**src/rtl/dds_pkg.sv**
```systemverilog
// Shared definitions for the DDS sweep sequencer.
//   DEFAULT_PHASE_WIDTH : default tuning-word width
//   MODE_*              : sweep mode encodings (3 is reserved and runs as single)
//   state_e             : sequencer state enumeration
package dds_pkg;

    localparam int unsigned DEFAULT_PHASE_WIDTH = 32;

    localparam logic [1:0] MODE_SINGLE   = 2'd0;
    localparam logic [1:0] MODE_REPEAT   = 2'd1;
    localparam logic [1:0] MODE_TRIANGLE = 2'd2;

    typedef enum logic [1:0] {
        StIdle,
        StRun,
        StDone
    } state_e;

endpackage

```
**src/rtl/dds_dwell_timer.sv**
```systemverilog
// Loadable down-counter measuring how long each sweep point is held.
//   clk_i, rst_ni : clock, asynchronous active-low reset
//   load_i        : load load_val_i (wins over counting)
//   load_val_i    : cycles-minus-one for the next point
//   enable_i      : count this cycle (low while frozen or not sweeping)
//   expire_o      : combinational pulse in the cycle the count is 0 and enabled
module dds_dwell_timer #(
    parameter int unsigned Width = 16
) (
    input  logic             clk_i,
    input  logic             rst_ni,
    input  logic             load_i,
    input  logic [Width-1:0] load_val_i,
    input  logic             enable_i,
    output logic             expire_o
);

    logic [Width-1:0] count_q;

    assign expire_o = enable_i && (count_q == '0);

    always_ff @(posedge clk_i or negedge rst_ni) begin
        if (!rst_ni) begin
            count_q <= '0;
        end else if (load_i) begin
            count_q <= load_val_i;
        end else if (enable_i && (count_q != '0)) begin
            count_q <= count_q - Width'(1);
        end
    end

endmodule

```
**src/rtl/dds_sweep_ctrl.sv**
```systemverilog
// Frequency-sweep sequencer for the two-channel DDS datapath.
// Steps the channel A tuning word through a configured sweep (single, repeat or
// triangle), holding each point for a programmable dwell; channel B tracks A plus
// a fixed offset. Dwell counting freezes while hold_in is high.
//   cfg_*          : configuration, latched on cfg_valid_in && cfg_ready_out (IDLE only)
//   run_in         : start request, level-sampled in IDLE with a config loaded
//   abort_in       : return to IDLE, zero both tuning words (highest priority)
//   hold_in        : freeze the current point
//   pincA_out/B    : registered tuning words, pinc_valid_out pulses on every change
//   busy_out       : high outside IDLE; done_out pulses once at sweep completion
module dds_sweep_ctrl
    import dds_pkg::*;
#(
    parameter int unsigned PHASE_WIDTH = DEFAULT_PHASE_WIDTH,
    parameter int unsigned COUNT_WIDTH = 12,
    parameter int unsigned DWELL_WIDTH = 16
) (
    input  logic                   clk_in,
    input  logic                   rst_in,
    input  logic                   cfg_valid_in,
    output logic                   cfg_ready_out,
    input  logic [PHASE_WIDTH-1:0] cfg_start_in,
    input  logic [PHASE_WIDTH-1:0] cfg_step_in,
    input  logic [COUNT_WIDTH-1:0] cfg_count_in,
    input  logic [DWELL_WIDTH-1:0] cfg_dwell_in,
    input  logic [PHASE_WIDTH-1:0] cfg_offset_in,
    input  logic [1:0]             cfg_mode_in,
    input  logic                   run_in,
    input  logic                   abort_in,
    input  logic                   hold_in,
    output logic [PHASE_WIDTH-1:0] pincA_out,
    output logic [PHASE_WIDTH-1:0] pincB_out,
    output logic                   pinc_valid_out,
    output logic                   busy_out,
    output logic                   done_out
);

    state_e                 state_q;
    logic [PHASE_WIDTH-1:0] start_q, step_q, offset_q;
    logic [COUNT_WIDTH-1:0] count_q;
    logic [DWELL_WIDTH-1:0] dwell_q;
    logic [1:0]             mode_q;
    logic                   loaded_q;
    logic                   start_pend_q;  // config and run arrived together
    logic [PHASE_WIDTH-1:0] word_q, word_b_q;
    logic [COUNT_WIDTH-1:0] idx_q;
    logic                   down_q;
    logic                   pinc_valid_q, busy_q, done_q, cfg_ready_q;

    logic                   cfg_fire;
    logic                   start_sweep;
    logic                   expire;
    logic                   timer_load;
    logic [COUNT_WIDTH-1:0] last_idx;
    logic [DWELL_WIDTH-1:0] dwell_load;
    logic                   at_last;
    logic [PHASE_WIDTH-1:0] nxt_word;
    logic [COUNT_WIDTH-1:0] nxt_idx;
    logic                   nxt_down;
    logic                   nxt_change;
    logic                   nxt_finish;

    assign cfg_fire    = cfg_valid_in && cfg_ready_q;
    // A same-cycle config handshake defers the start by one cycle.
    assign start_sweep = (state_q == StIdle) && !abort_in && !cfg_fire &&
                         (start_pend_q || (run_in && loaded_q));

    // Next point once the current dwell expires.
    always_comb begin
        last_idx   = (count_q == '0) ? '0 : count_q - COUNT_WIDTH'(1);
        dwell_load = (dwell_q == '0) ? '0 : dwell_q - DWELL_WIDTH'(1);
        at_last    = (idx_q == last_idx);
        nxt_word   = word_q;
        nxt_idx    = idx_q;
        nxt_down   = down_q;
        nxt_change = 1'b0;
        nxt_finish = 1'b0;
        case (mode_q)
            MODE_REPEAT: begin
                nxt_change = 1'b1;
                if (!at_last) begin
                    nxt_word = word_q + step_q;
                    nxt_idx  = idx_q + COUNT_WIDTH'(1);
                end else begin
                    nxt_word = start_q;
                    nxt_idx  = '0;
                end
            end
            MODE_TRIANGLE: begin
                // A single-point triangle just sits on start.
                if (last_idx != '0) begin
                    nxt_change = 1'b1;
                    if (!down_q && !at_last) begin
                        nxt_word = word_q + step_q;
                        nxt_idx  = idx_q + COUNT_WIDTH'(1);
                    end else if (!down_q) begin
                        nxt_down = 1'b1;
                        nxt_word = word_q - step_q;
                        nxt_idx  = idx_q - COUNT_WIDTH'(1);
                    end else if (idx_q != '0) begin
                        nxt_word = word_q - step_q;
                        nxt_idx  = idx_q - COUNT_WIDTH'(1);
                    end else begin
                        nxt_down = 1'b0;
                        nxt_word = word_q + step_q;
                        nxt_idx  = idx_q + COUNT_WIDTH'(1);
                    end
                end
            end
            default: begin
                if (!at_last) begin
                    nxt_change = 1'b1;
                    nxt_word   = word_q + step_q;
                    nxt_idx    = idx_q + COUNT_WIDTH'(1);
                end else begin
                    nxt_finish = 1'b1;
                end
            end
        endcase
    end

    assign timer_load = start_sweep ||
                        ((state_q == StRun) && !abort_in && expire && !nxt_finish);

    dds_dwell_timer #(
        .Width (DWELL_WIDTH)
    ) u_dwell_timer (
        .clk_i      (clk_in),
        .rst_ni     (rst_in),
        .load_i     (timer_load),
        .load_val_i (dwell_load),
        .enable_i   ((state_q == StRun) && !hold_in),
        .expire_o   (expire)
    );

    always_ff @(posedge clk_in or negedge rst_in) begin
        if (!rst_in) begin
            state_q      <= StIdle;
            start_q      <= '0;
            step_q       <= '0;
            offset_q     <= '0;
            count_q      <= '0;
            dwell_q      <= '0;
            mode_q       <= MODE_SINGLE;
            loaded_q     <= 1'b0;
            start_pend_q <= 1'b0;
            word_q       <= '0;
            word_b_q     <= '0;
            idx_q        <= '0;
            down_q       <= 1'b0;
            pinc_valid_q <= 1'b0;
            busy_q       <= 1'b0;
            done_q       <= 1'b0;
            cfg_ready_q  <= 1'b1;
        end else begin
            pinc_valid_q <= 1'b0;
            done_q       <= 1'b0;

            // cfg_ready_q is only high in IDLE, so a handshake is always honoured.
            if (cfg_fire) begin
                start_q  <= cfg_start_in;
                step_q   <= cfg_step_in;
                count_q  <= cfg_count_in;
                dwell_q  <= cfg_dwell_in;
                offset_q <= cfg_offset_in;
                mode_q   <= cfg_mode_in;
                loaded_q <= 1'b1;
            end

            if (abort_in) begin
                state_q      <= StIdle;
                word_q       <= '0;
                word_b_q     <= '0;
                pinc_valid_q <= 1'b1;
                busy_q       <= 1'b0;
                start_pend_q <= 1'b0;
                cfg_ready_q  <= 1'b1;
            end else begin
                case (state_q)
                    StIdle: begin
                        if (cfg_fire) begin
                            start_pend_q <= run_in;
                            cfg_ready_q  <= !run_in;
                        end else if (start_sweep) begin
                            state_q      <= StRun;
                            word_q       <= start_q;
                            word_b_q     <= start_q + offset_q;
                            pinc_valid_q <= 1'b1;
                            idx_q        <= '0;
                            down_q       <= 1'b0;
                            busy_q       <= 1'b1;
                            start_pend_q <= 1'b0;
                            cfg_ready_q  <= 1'b0;
                        end
                    end
                    StRun: begin
                        if (expire) begin
                            if (nxt_finish) begin
                                state_q <= StDone;
                                done_q  <= 1'b1;
                            end else begin
                                idx_q  <= nxt_idx;
                                down_q <= nxt_down;
                                if (nxt_change) begin
                                    word_q       <= nxt_word;
                                    word_b_q     <= nxt_word + offset_q;
                                    pinc_valid_q <= 1'b1;
                                end
                            end
                        end
                    end
                    StDone: begin
                        state_q     <= StIdle;
                        busy_q      <= 1'b0;
                        cfg_ready_q <= 1'b1;
                    end
                    default: begin
                        state_q     <= StIdle;
                        busy_q      <= 1'b0;
                        cfg_ready_q <= 1'b1;
                    end
                endcase
            end
        end
    end

    assign cfg_ready_out  = cfg_ready_q;
    assign pincA_out      = word_q;
    assign pincB_out      = word_b_q;
    assign pinc_valid_out = pinc_valid_q;
    assign busy_out       = busy_q;
    assign done_out       = done_q;

endmodule
```
**config.mk**
```make
export PLATFORM = sky130hd
export DESIGN_NAME = dds_sweep_ctrl
export DESIGN_NICKNAME = d
export VERILOG_FILES = /design/src/rtl/dds_pkg.sv /design/src/rtl/dds_dwell_timer.sv /design/src/rtl/dds_sweep_ctrl.sv
export SDC_FILE = /design/constraint.sdc
export NUM_CORES = 1
export LEC_CHECK = 0
export BUFFER_PORTS_ARGS = -buffer_cell sky130_fd_sc_hd__buf_2
export CAP_MARGIN = 40
export CORE_ASPECT_RATIO = 0.5
export CORE_MARGIN = 2
export CORE_UTILIZATION = 52
export CTS_CLUSTER_SIZE = 8
export DETAILED_ROUTE_END_ITERATION = 10
export PLACE_DENSITY = 0.82
export SYNTH_ARGS = -nofsm -noshare
export SYNTH_HDL_FRONTEND = slang
export SYNTH_HIERARCHICAL = 1
export SYNTH_SLANG_ARGS = --single-unit
```
**constraint.sdc**
```tcl
create_clock -name clk_in -period 9.5 [get_ports clk_in]
set_input_delay 0.95 -clock clk_in [delete_from_list [all_inputs] [get_ports clk_in]]
set_output_delay 0.95 -clock clk_in [all_outputs]
set_load 0.1 [all_outputs]
```
==> flow_summary.toml <==
[run_status]
status = "finished, final reports clean"

[die]
coreArea_um2 = 33230
row_count = 47
die_h_um = 134.3
die_w_um = 264.6
dieArea_um2 = 35530
start_util_pct = 53.13
boundaryPins = 200

[setup_path]
r2r-start = "count_q[0]"
cp-startpoint = "count_q[0]"
worst_r2r_path_depth = 24
reg2reg_slack_ps = 2090
cp_top_family = "compound AO/OA/AOI/OAI gates"
critical_path_class = "reg -> reg"
critPathLaunchType = "register"
critPathMaxFanout = 17
crit_path_end_kind = "register"
cp-endpoint = "pincB_out[31]"
critical_path_depth = 24
slowest_delay_ps = 530
cp_data_required_time_ps = 9900
arrival_ps = 7810
path_cells = "inv_1 -> ha_1 -> or4b_4 -> nor2_1 -> mux2_2 -> xor2_1 -> nor4_4 -> a31oi_2 -> nor2_4 -> nand2_1 -> a311o_1 -> a31oi_1 -> ha_1 -> and3_1 -> a221o_1 -> o31a_1 -> a221o_1 -> a41oi_1 -> o31ai_1 -> a21oi_1 -> nor3_1 -> and4_1 -> nor4_1 -> nand2_1"
timing.rr.end = "pincB_out[31]"
slowest_stage = "nor2_4"
path_buf_inv = 1

[yosys]
synthCells = 2115
synth_top_family_by_area = "compound AO/OA/AOI/OAI gates"
syn_nets = 2357
synth_mux_area_share_pct = 7.251
synthXorXnorAreaFrac_pct = 5.259
avgSynthCellArea_um2 = 8.346
synthArstFlopShare_pct = 100.0
synth_compound_area_share_pct = 23.97
yosys_register_bits = 227
yosysWarnings = 6
synth_fa_ha_area_share_pct = 7.925
synth_simple_gate_area_share_pct = 18.31
synth_edf_count = 0
ys_seq_area_share_pct = 32.19
netlist_area_um2 = 17650
synth_flop_cell = "dfrtp_1"
synth.distinct_cells = 88

[final_layout]
fillCellCount = 2836
drive_gt1_share_pct = 17.26
nNetsFinal = 2485
fin_util_pct = 59.83
instances_no_fill = 2696
area_delta_synth_final_pct = 12.62
final_cell_area_um2 = 19880

[detailed_routing]
drc = 0
drtIter0Drc = 2031
via_per_inst = 6.447
firstDrtPassIters = 6
wirelength_um = 59890
wl_per_cell_um = 22.21
vias = 17380
antenna_left = 0

[clock_tree]
cts_buffer_depth = 3
ctsHoldBuffers = 0
post_cts_resize_count = 0
insertion_delay_ps = 540
cts_buffers = 34
clkSinkCount = 227
cts_setup_buffers = 0
cts_tree = "yes"
h-tree-depth = 2
cts_root_buf = "clkbuf_16"
clkTransAtPathRegs_ps = 50

[place]
dpl.hpwl_um = 43390
post-place-cells = 2648
gp_congestion = 1.008
numPortBuffers = 199
dpl_cell_area_um2 = 18920

[sta]
timing.slew.headroom_pct = 38.00
whs_ps = 439.9
slew_violations = 0
fin_skew_ps = 23.99
rsz0062_at_grt = "false"
min_period_ps = 7406
finalSetupTns_ps = 0
finalSetupViolations = 0
worst-slew-pin-transition_ps = 915.5
hold_viol_final = 0
fmax_ghz = 0.1350
post-route-period-util_pct = 77.96

[global_route]
track_usage_pct = 33.10
antenna_found_initial = 2
grt_first_pass_wirelength_um = 92620
grt_max_degree = 104
grt_overflow = 0
grt_pass1_vias = 16420

[power]
power_density_nw_per_um2 = 230.3
p_leak_nw = 8.863
ir_drop_mv = 0.1260

[job]
max-cap-violations = 0

[worst_hold_path]
hold_path_class = "in -> async"
[cells in the final DEF, fill, tap and decap left out, types with 19 or more instances in the layout]
| cell type | synthesis | routed |
|---|---|---|
| mux2i_1 | 21 | 21 |
| dfrtp_1 | 226 | 226 |
| a31oi_1 | 33 | 33 |
| xnor2_1 | 80 | 80 |
| inv_1 | 92 | 92 |
| o211ai_1 | 25 | 25 |
| nand2b_1 | 22 | 22 |
| and3_1 | 22 | 22 |
| ha_1 | 107 | 107 |
| mux2_2 | 95 | 95 |
| buf_2 | 15 | 198 |
| nand2_1 | 235 | 235 |
| xor2_1 | 26 | 26 |
| nand3_1 | 44 | 43 |
| buf_4 | 2 | 22 |
| nor2_1 | 175 | 175 |
| a21o_1 | 34 | 34 |
| nor3_1 | 60 | 60 |
| o21ai_0 | 160 | 160 |
| a211oi_1 | 22 | 22 |
| clkbuf_16 | 0 | 34 |
| a21oi_1 | 181 | 181 |
| or3_1 | 21 | 21 |
| o21a_1 | 19 | 19 |
[area by class of cell]
cell class | count | area, um2 | area share, %
Multi-Input combinational cell | 1661 | 11100 | 55.83
Sequential cell | 227 | 5682 | 28.58
Clock inverter | 4 | 63.81 | 0.3210
Clock buffer | 43 | 894.6 | 4.500
Inverter | 96 | 360.3 | 1.813
Tap cell | 441 | 551.8 | 2.776
Timing Repair Buffer | 223 | 1226 | 6.168
Antenna cell | 1 | 2.502 | 0.01259
[where the power goes]
part / leakage [nW] / switching [mW] / internal (mW)
logic: 5.57 / 1.39 / 0.734
registers: 2.83 / 0.195 / 1.12
clock network: 0.465 / 0.475 / 0.662
[Yosys cell counts (5+ instances only)]
library cell / count / area (um2)
ha_1: 107 / 1339
nand4_1: 18 / 112.6
buf_2: 15 / 75.07
o31ai_1: 17 / 127.6
nor2_1: 175 / 656.9
nand3_1: 44 / 220.2
a211o_1: 12 / 105.1
nand2_1: 235 / 882.1
a31oi_1: 33 / 206.5
o21bai_1: 15 / 112.6
o21ai_0: 160 / 800.8
o221ai_1: 8 / 70.07
buf_1: 8 / 30.03
o41ai_1: 5 / 43.79
xor2_1: 26 / 227.7
a22o_1: 8 / 70.07
or4_1: 9 / 67.56
o211ai_1: 25 / 187.7
clkbuf_1: 103 / 386.6
a22oi_1: 8 / 60.06
and2_1: 9 / 56.30
o21a_1: 19 / 142.6
o2bb2ai_1: 5 / 43.79
nor3_1: 60 / 300.3
nor2b_1: 11 / 68.82
dfrtp_1: 226 / 5655
xnor2_1: 80 / 700.7
a211oi_1: 22 / 165.2
a21o_1: 34 / 255.2
a221oi_1: 12 / 105.1
nand2b_1: 22 / 137.6
mux2i_1: 21 / 210.2
nor4_1: 17 / 106.4
or3_1: 21 / 131.4
a221o_1: 8 / 80.08
and3_1: 22 / 137.6
inv_1: 92 / 345.3
mux2_2: 95 / 1070
o22ai_1: 17 / 106.4
a311oi_1: 11 / 96.34
a21oi_1: 181 / 905.9
[worst min path at each step]
stage                   from           to  slack (ps)  cells after the start
finish                rst_in   dwell_q[8]         440                      1
global route        loaded_q     loaded_q         510                      1
CTS                   rst_in  dwell_q[11]         480                      1
detailed placement  loaded_q     loaded_q         490                      1
global placement    loaded_q     loaded_q         460                      1
floorplan           loaded_q     loaded_q         440                      1
[stage by stage]
step	power [mW]	setup slack (ps)
2_1_floorplan	2.826	3271
6_report	4.578	2094
4_1_cts	4.520	2276
5_1_grt	4.804	1693
3_5_place_dp	3.364	2327
3_3_place_gp	3.329	2566
[state kept, by name, summed over array words and instances (netlist names)]
name and flops:
offset_q 32, pincA_out 32, pincB_out 32, start_q 32, step_q 32, dwell_q 16
u_dwell_timer/count_q 16, count_q 12, idx_q 12, mode_q 2, state_q 2, busy_out 1
cfg_ready_out 1, done_out 1, down_q 1, loaded_q 1, pinc_valid_out 1, start_pend_q 1
[logic make-up after synthesis]
family / count (synthesis)
buf+inv: 227
xor+xnor: 106
mux: 116
flops: 227
fa+ha+maj: 110
compound gates: 655
simple gates: 674
[metal layers]
layer | vias to the layer above | share of wire [%] | global-route usage, %
met4 | 2 | 3.8 | 12.06
met3 | 178 | 13 | 10.52
li1 | 7924 | - | -
met2 | 1047 | 41 | 47.98
met5 | - | 0.018 | 0
met1 | 8231 | 42 | 46.27
No activity file was read; power rests on OpenSTA's default activity.
